--- config.mk ---
export PLATFORM = sky130hd
export DESIGN_NAME = adder_rr_scheduler_flat
export DESIGN_NICKNAME = d
export VERILOG_FILES = /design/src/rtl/adder_rr_scheduler_pkg.sv /design/src/rtl/adder_rr_scheduler_if.sv /design/src/rtl/adder_rr_scheduler_flags.sv /design/src/rtl/adder_rr_scheduler.sv /design/src/flat_wrapper.sv
export SDC_FILE = /design/constraint.sdc
export NUM_CORES = 1
export LEC_CHECK = 0
export ABC_CLOCK_PERIOD_IN_PS = 4500
export BUFFER_PORTS_ARGS = -buffer_cell sky130_fd_sc_hd__buf_2
export CAP_MARGIN = 20
export CORE_MARGIN = 3
export CORE_UTILIZATION = 40
export CTS_CLUSTER_DIAMETER = 120
export DETAILED_ROUTE_END_ITERATION = 7
export PLACE_DENSITY = 0.81
export SLEW_MARGIN = 20
export SYNTH_ARGS = -nofsm -noshare
export SYNTH_HDL_FRONTEND = slang
export SYNTH_SLANG_ARGS = --single-unit
--- constraint.sdc ---
create_clock -name clk -period 4.5 [get_ports clk]
set_input_delay 0.225 -clock clk [delete_from_list [all_inputs] [get_ports clk]]
set_output_delay 0.225 -clock clk [all_outputs]
set_load 0.01 [all_outputs]
--- src/rtl/adder_rr_scheduler_pkg.sv ---
// Shared types, constants and carry-lookahead helper for the round-robin adder scheduler.
package adder_sched_pkg;

  localparam int W = 16;

  typedef enum logic [1:0] {
    IDLE = 2'd0,
    EXEC = 2'd1,
    RESP = 2'd2
  } state_t;

  typedef struct packed {
    logic sign;
    logic zero;
    logic parity;
    logic carry;
    logic overflow;
  } flags_t;

  // Carries c[0..4] of one 4-bit lookahead slice from generate/propagate and carry-in.
  function automatic logic [4:0] cla4_carries(input logic [3:0] g, input logic [3:0] p,
                                              input logic c0);
    logic [4:0] c;
    c[0] = c0;
    c[1] = g[0] | (p[0] & c0);
    c[2] = g[1] | (p[1] & g[0]) | (p[1] & p[0] & c0);
    c[3] = g[2] | (p[2] & g[1]) | (p[2] & p[1] & g[0]) | (p[2] & p[1] & p[0] & c0);
    c[4] = g[3] | (p[3] & g[2]) | (p[3] & p[2] & g[1]) | (p[3] & p[2] & p[1] & g[0])
         | ((&p) & c0);
    return c;
  endfunction

endpackage

--- src/rtl/adder_rr_scheduler_if.sv ---
// Request/response bundle between the client engines and the shared adder scheduler.
interface adder_rr_scheduler_if #(
  parameter int NREQ = 4,
  parameter int IDW  = $clog2(NREQ)
);
  import adder_sched_pkg::*;

  logic [NREQ-1:0]   req_valid;
  logic [NREQ-1:0]   req_ready;
  logic [NREQ*W-1:0] req_a;
  logic [NREQ*W-1:0] req_b;
  logic [NREQ-1:0]   req_sub;
  logic [NREQ-1:0]   req_acc;
  logic              rsp_valid;
  logic              rsp_ready;
  logic [IDW-1:0]    rsp_id;
  logic [W-1:0]      rsp_sum;
  logic              rsp_sign;
  logic              rsp_zero;
  logic              rsp_parity;
  logic              rsp_carry;
  logic              rsp_overflow;

  modport master (
    output req_valid, req_a, req_b, req_sub, req_acc, rsp_ready,
    input  req_ready, rsp_valid, rsp_id, rsp_sum, rsp_sign, rsp_zero, rsp_parity,
           rsp_carry, rsp_overflow
  );

  modport slave (
    input  req_valid, req_a, req_b, req_sub, req_acc, rsp_ready,
    output req_ready, rsp_valid, rsp_id, rsp_sum, rsp_sign, rsp_zero, rsp_parity,
           rsp_carry, rsp_overflow
  );

endinterface

--- src/rtl/adder_rr_scheduler_flags.sv ---
// Combinational 16-bit adder with carry-in and sign/zero/parity/carry/overflow flags,
// built from 4-bit carry-lookahead slices rippled slice to slice.
module adder_flags16
  import adder_sched_pkg::*;
(
  input  logic [W-1:0] a,
  input  logic [W-1:0] b,
  input  logic         cin,
  output logic [W-1:0] sum,
  output flags_t       flags
);

  localparam int NSL = W / 4;

  logic [NSL:0] cs;
  logic         ovf;

  assign cs[0] = cin;

  for (genvar s = 0; s < NSL; s++) begin : g_slice
    logic [3:0] gen;
    logic [3:0] prop;
    logic [4:0] c;
    assign gen  = a[4*s +: 4] & b[4*s +: 4];
    assign prop = a[4*s +: 4] ^ b[4*s +: 4];
    assign c    = cla4_carries(gen, prop, cs[s]);
    assign sum[4*s +: 4] = prop ^ c[3:0];
    assign cs[s+1] = c[4];
  end

  // b is already the effective operand, so this covers subtract as well
  assign ovf   = (a[W-1] == b[W-1]) && (sum[W-1] != a[W-1]);
  assign flags = {sum[W-1], ~|sum, ~^sum, cs[NSL], ovf};

endmodule

--- src/rtl/adder_rr_scheduler.sv ---
// Round-robin scheduler sharing one adder/flag datapath among NREQ requesters.
// Optional ADDER_SCHED_ACCUM_EN adds a per-requester accumulator selectable as operand A.
module adder_rr_scheduler
  import adder_sched_pkg::*;
#(
  parameter int NREQ = 4,
  parameter int IDW  = $clog2(NREQ)
) (
  input  logic                  clk,
  input  logic                  rst_n,
  adder_rr_scheduler_if.slave   bus,
  output logic                  busy
);

  // state | meaning
  // IDLE  | no operation in flight; grant is combinational from req_valid and rr pointer
  // EXEC  | operands captured; shared adder evaluates, result and flags registered
  // RESP  | result presented on rsp_*; held until rsp_ready

  localparam int IW1 = IDW + 1;

  state_t         state, state_nxt;
  logic [IDW-1:0] ptr;
  logic [IDW-1:0] gnt_idx;
  logic           gnt_found;
  logic [IW1-1:0] cand;
  logic           accept;
  logic           rsp_hs;

  logic [W-1:0]   a_cap;
  logic [W-1:0]   a_q, b_q, b_eff;
  logic           sub_q;
  logic [IDW-1:0] id_q;
  logic [W-1:0]   sum_c, sum_q;
  flags_t         flags_c, flags_q;

  always_comb begin
    gnt_found = 1'b0;
    gnt_idx   = '0;
    cand      = '0;
    for (int i = 0; i < NREQ; i++) begin
      cand = {1'b0, ptr} + IW1'(i);
      if (cand >= IW1'(NREQ)) cand = cand - IW1'(NREQ);
      if (!gnt_found && bus.req_valid[cand[IDW-1:0]]) begin
        gnt_found = 1'b1;
        gnt_idx   = cand[IDW-1:0];
      end
    end
  end

  assign accept = (state == IDLE) && gnt_found;
  assign rsp_hs = (state == RESP) && bus.rsp_ready;

  // Gated by rst_n so ready is low while reset is asserted even with valids pending
  assign bus.req_ready = (accept && rst_n) ? (NREQ'(1) << gnt_idx) : '0;

`ifdef ADDER_SCHED_ACCUM_EN
  logic [W-1:0] acc [NREQ];

  always_ff @(posedge clk or negedge rst_n) begin
    if (!rst_n) begin
      for (int i = 0; i < NREQ; i++) acc[i] <= '0;
    end else if (rsp_hs) begin
      acc[id_q] <= sum_q;
    end
  end

  assign a_cap = bus.req_acc[gnt_idx] ? acc[gnt_idx] : bus.req_a[gnt_idx*W +: W];
`else
  logic unused_req_acc;
  assign unused_req_acc = ^bus.req_acc;
  assign a_cap = bus.req_a[gnt_idx*W +: W];
`endif

  always_ff @(posedge clk or negedge rst_n) begin
    if (!rst_n) state <= IDLE;
    else        state <= state_nxt;
  end

  always_comb begin
    state_nxt = state;
    case (state)
      IDLE:    if (accept) state_nxt = EXEC;
      EXEC:    state_nxt = RESP;
      RESP:    if (bus.rsp_ready) state_nxt = IDLE;
      default: state_nxt = IDLE;
    endcase
  end

  always_ff @(posedge clk or negedge rst_n) begin
    if (!rst_n) begin
      ptr     <= '0;
      a_q     <= '0;
      b_q     <= '0;
      sub_q   <= 1'b0;
      id_q    <= '0;
      sum_q   <= '0;
      flags_q <= '0;
    end else begin
      if (accept) begin
        a_q   <= a_cap;
        b_q   <= bus.req_b[gnt_idx*W +: W];
        sub_q <= bus.req_sub[gnt_idx];
        id_q  <= gnt_idx;
        ptr   <= (gnt_idx == IDW'(NREQ-1)) ? '0 : gnt_idx + 1'b1;
      end
      if (state == EXEC) begin
        sum_q   <= sum_c;
        flags_q <= flags_c;
      end
    end
  end

  assign b_eff = sub_q ? ~b_q : b_q;

  adder_flags16 u_adder (
    .a     (a_q),
    .b     (b_eff),
    .cin   (sub_q),
    .sum   (sum_c),
    .flags (flags_c)
  );

  assign bus.rsp_valid    = (state == RESP);
  assign bus.rsp_id       = id_q;
  assign bus.rsp_sum      = sum_q;
  assign bus.rsp_sign     = flags_q.sign;
  assign bus.rsp_zero     = flags_q.zero;
  assign bus.rsp_parity   = flags_q.parity;
  assign bus.rsp_carry    = flags_q.carry;
  assign bus.rsp_overflow = flags_q.overflow;
  assign busy             = (state != IDLE);

endmodule

--- src/flat_wrapper.sv ---
// flat-port wrapper written by rule: the top's interface ports become plain ports
module adder_rr_scheduler_flat import adder_sched_pkg::*;
#(
  parameter int NREQ = 4,
  parameter int IDW  = $clog2(NREQ)
)
  (clk, rst_n, busy, bus_req_valid, bus_req_a, bus_req_b, bus_req_sub, bus_req_acc, bus_rsp_ready, bus_req_ready, bus_rsp_valid, bus_rsp_id, bus_rsp_sum, bus_rsp_sign, bus_rsp_zero, bus_rsp_parity, bus_rsp_carry, bus_rsp_overflow);
  adder_rr_scheduler_if #(.NREQ(NREQ), .IDW(IDW)) bus_i ();
  input  logic clk;
  input  logic rst_n;
  output logic busy;
  input wire logic [$bits(bus_i.req_valid)-1:0] bus_req_valid;
  input wire logic [$bits(bus_i.req_a)-1:0] bus_req_a;
  input wire logic [$bits(bus_i.req_b)-1:0] bus_req_b;
  input wire logic [$bits(bus_i.req_sub)-1:0] bus_req_sub;
  input wire logic [$bits(bus_i.req_acc)-1:0] bus_req_acc;
  input wire logic [$bits(bus_i.rsp_ready)-1:0] bus_rsp_ready;
  output wire logic [$bits(bus_i.req_ready)-1:0] bus_req_ready;
  output wire logic [$bits(bus_i.rsp_valid)-1:0] bus_rsp_valid;
  output wire logic [$bits(bus_i.rsp_id)-1:0] bus_rsp_id;
  output wire logic [$bits(bus_i.rsp_sum)-1:0] bus_rsp_sum;
  output wire logic [$bits(bus_i.rsp_sign)-1:0] bus_rsp_sign;
  output wire logic [$bits(bus_i.rsp_zero)-1:0] bus_rsp_zero;
  output wire logic [$bits(bus_i.rsp_parity)-1:0] bus_rsp_parity;
  output wire logic [$bits(bus_i.rsp_carry)-1:0] bus_rsp_carry;
  output wire logic [$bits(bus_i.rsp_overflow)-1:0] bus_rsp_overflow;
  assign bus_i.req_valid = bus_req_valid;
  assign bus_i.req_a = bus_req_a;
  assign bus_i.req_b = bus_req_b;
  assign bus_i.req_sub = bus_req_sub;
  assign bus_i.req_acc = bus_req_acc;
  assign bus_i.rsp_ready = bus_rsp_ready;
  assign bus_req_ready = bus_i.req_ready;
  assign bus_rsp_valid = bus_i.rsp_valid;
  assign bus_rsp_id = bus_i.rsp_id;
  assign bus_rsp_sum = bus_i.rsp_sum;
  assign bus_rsp_sign = bus_i.rsp_sign;
  assign bus_rsp_zero = bus_i.rsp_zero;
  assign bus_rsp_parity = bus_i.rsp_parity;
  assign bus_rsp_carry = bus_i.rsp_carry;
  assign bus_rsp_overflow = bus_i.rsp_overflow;
  adder_rr_scheduler #(.NREQ(NREQ), .IDW(IDW)) u_core (.clk(clk), .rst_n(rst_n), .bus(bus_i), .busy(busy));
endmodule
==> flow_summary.toml <==
[timing]
setup_viol = 0
min_period_over_period_pct = 94.9
finalSetupTns_ns = 0
finalClockSkew_ns = 0.00622
period_minus_slack_ns = 4.27
fmax_mhz = 234
maxSlewHeadroom_pct = 41.9
final-hold-violation-count = 0
worst_pin_slew_ns = 0.872
rsz0062_at_grt = "false"
slew_viol_final = 0

[die]
num_io_pins = 172
fp.coreArea_mm2 = 0.0105
start_util_pct = 41.5
num_rows = 37
die_h_um = 110
chipWidth_um = 110
dieArea_mm2 = 0.0121

[global_route]
antenna_found_initial = 1
track_usage_pct = 19.0
overflow = 0
first_global_vias = 3933
grt_max_degree = 72
grt_pass1_wl_um = 18300

[place]
dpl.hpwl_um = 8570
gp_congestion = 0.838
port_buffers = 167

[layout]
fillCellCount = 1080
syn_to_final_growth_pct = 26.5
layout_common_cells = "167 x buf_2, 130 x nand2_1, 96 x nor2_1"
n_antenna_cell = 0
finish.utilization_pct = 52.5
final_common_cell = "buf_2"
num-nets-final = 908
drive_gt1_share_pct = 28.2

[worst_setup_path]
arrival_ns = 4.54
required_ns = 4.77
worstPathMaxFanout = 16
cp_cell_sequence = "buf_12, xor2_1, ha_1, a21oi_2, o2111a_2, a2111o_1, nand2_1, inv_1, fa_1, xor2_1, xnor2_1, xnor2_1, xnor2_1, xnor3_1, xnor3_1, xnor3_1, o21ai_1"
cp-end-kind = "flop"
startpoint = "u_core.sub_q"
slowest_stage = "fa_1"
cpPeakStageDelay_ns = 0.53
critPathKind = "reg2reg"
r2r_start = "u_core.sub_q"
start_kind = "flop"
cp_num_buf_inv = 2
cp_top_family = "XOR/XNOR gates"

[clock_network]
clock_path_buffers = 2
hold_buffers = 0
clk_pin_slew_worst_paths_ns = 0.06
cts_tree = "built"
clkLatencyLatePin_ns = 0.35
htreeDepth = 3
cts_made_buffers = 9
cts_sinks = 59
cts_root_buf = "clkbuf_8"

[synth]
synth-seq-cells = 59
synthAdderAreaFrac_pct = 7.14
syn-num-nets = 753
synth_top_area_share_pct = 34.0
synth_top_family_by_area = "simple AND/OR/NAND/NOR gates"
synth-compound-area-share_pct = 15.7
async_flop_share_pct = 100
synth_xor_area_share_pct = 9.19
synth_flop_cell = "dfrtp_1"
ys_seq_area_share_pct = 34.0
avgSynthCellArea_um2 = 7.40
synth_area_leader_cell = "dfrtp_1"
synth_edf_count = 0
yosys-mux-area-fraction_pct = 1.56
syn_inst = 587
synthSimpleGateAreaFrac_pct = 27.1
synth_area_mm2 = 0.00434
synthTopCellsByArea = "dfrtp_1 34%, nand2_1 11%, o21ai_0 9.8%"
synth_warnings = 0
yosysUniqueCellTypes = 42

[min_path]
hold_class = "in2async"

[drt]
wl_um = 11200
avgViaCountPerCell = 4.93
drc = 0
routedWlPerCell_um = 12.6
drtPass1Iterations = 7
antenna_left = 0
vias = 4355
drtIter0Drc = 309

[status]
outcome = "finished clean"

[flow_run]
drv_cap = 0
==> what timing repair did <==
action / CTS / global route
setup buffers: 0 / 2
gates resized for setup: 0 / 1
setup endpoints to repair: 0 / 1
==> metal layers <==
metal / track usage, % / part of all wire (%) / vias to the layer above
met5: 0 / 0.12 / -
met4: 5.98 / 1.6 / 2
met3: 4.48 / 6.6 / 15
met2: 29.3 / 46 / 123
met1: 26.5 / 46 / 1941
li1: - / - / 2274
==> registers in the layout, indices dropped and copies added (netlist names) <==
signal and flops:
u_core.bus.rsp_sign 1, u_core.sub_q 1, u_core.state 2, u_core.bus.rsp_zero 1, u_core.bus.rsp_parity 1, u_core.ptr 2
u_core.bus.rsp_sum 15, u_core.bus.rsp_id 2, u_core.a_q 16, u_core.bus.rsp_carry 1, u_core.b_q 16, u_core.bus.rsp_overflow 1
==> cell usage after synthesis (2+ instances only) <==
library cell and n:
a21o_1 4, o21a_1 2, a21oi_1 8, buf_1 3, inv_1 16, nand2_1 130
nor4_1 2, a21oi_2 2, o21ai_0 85, o31ai_1 2, dfrtp_1 59, buf_4 2
xor2_1 22, nand2b_1 4, clkbuf_1 29, or2_2 2, nor3_1 3, nor2_1 96
buf_6 3, xnor3_1 3, ha_1 20, a211oi_1 3, fa_1 3, nand4_1 4
mux2_2 4, and3_1 4, xnor2_1 14, a221o_1 2, nand3_1 43
==> stage by stage <==
step / cell area, µm² / hold WS, ns / std cells / setup slack [ns]
6_report: 5490 / 0.0309 / 883 / 0.230
5_1_grt: 5490 / 0.0826 / 883 / 0.0433
4_1_cts: 5470 / 0.0494 / 881 / 0.0127
3_5_place_dp: 5300 / 0.424 / 865 / 0.0471
3_3_place_gp: 5300 / 0.429 / 865 / 0.107
2_1_floorplan: 4350 / -0.0706 / 587 / 0.00548
==> path summary, 6_finish.rpt <==
path	depth (start not counted)	slack [ns]	endpoint
max in group asynchronous	2	3.98	u_core.a_q[9]
min in group clk	2	0.08	u_core.state[1]
min	2	0.03	u_core.bus.rsp_sum[12]
max	17	0.23	u_core.bus.rsp_parity
max reg2reg	17	0.23	u_core.bus.rsp_parity
min reg2reg	2	0.47	u_core.bus.rsp_sum[3]
==> cell families after synthesis <==
group	Yosys count
and+or+nand+nor	288
AOI/OAI and AO/OA	119
DFF	59
buffers and inverters	53
xor gates and xnor gates	40
adders and majority gates	23
muxes	5
==> cell type report <==
cell class,count,area (µm²),share of cell area (%)
Multi-Input combinational cell,475,2660,48.4
Timing Repair Buffer,181,953,17.4
Clock inverter,2,10.0,0.182
Clock buffer,14,163,2.96
Inverter,16,60.1,1.09
Tap cell,136,170,3.10
Sequential cell,59,1480,26.9
Power is left out: the tool's default activity adds up to more than one toggle a clock period on the data nets, which glitch-free logic cannot reach.
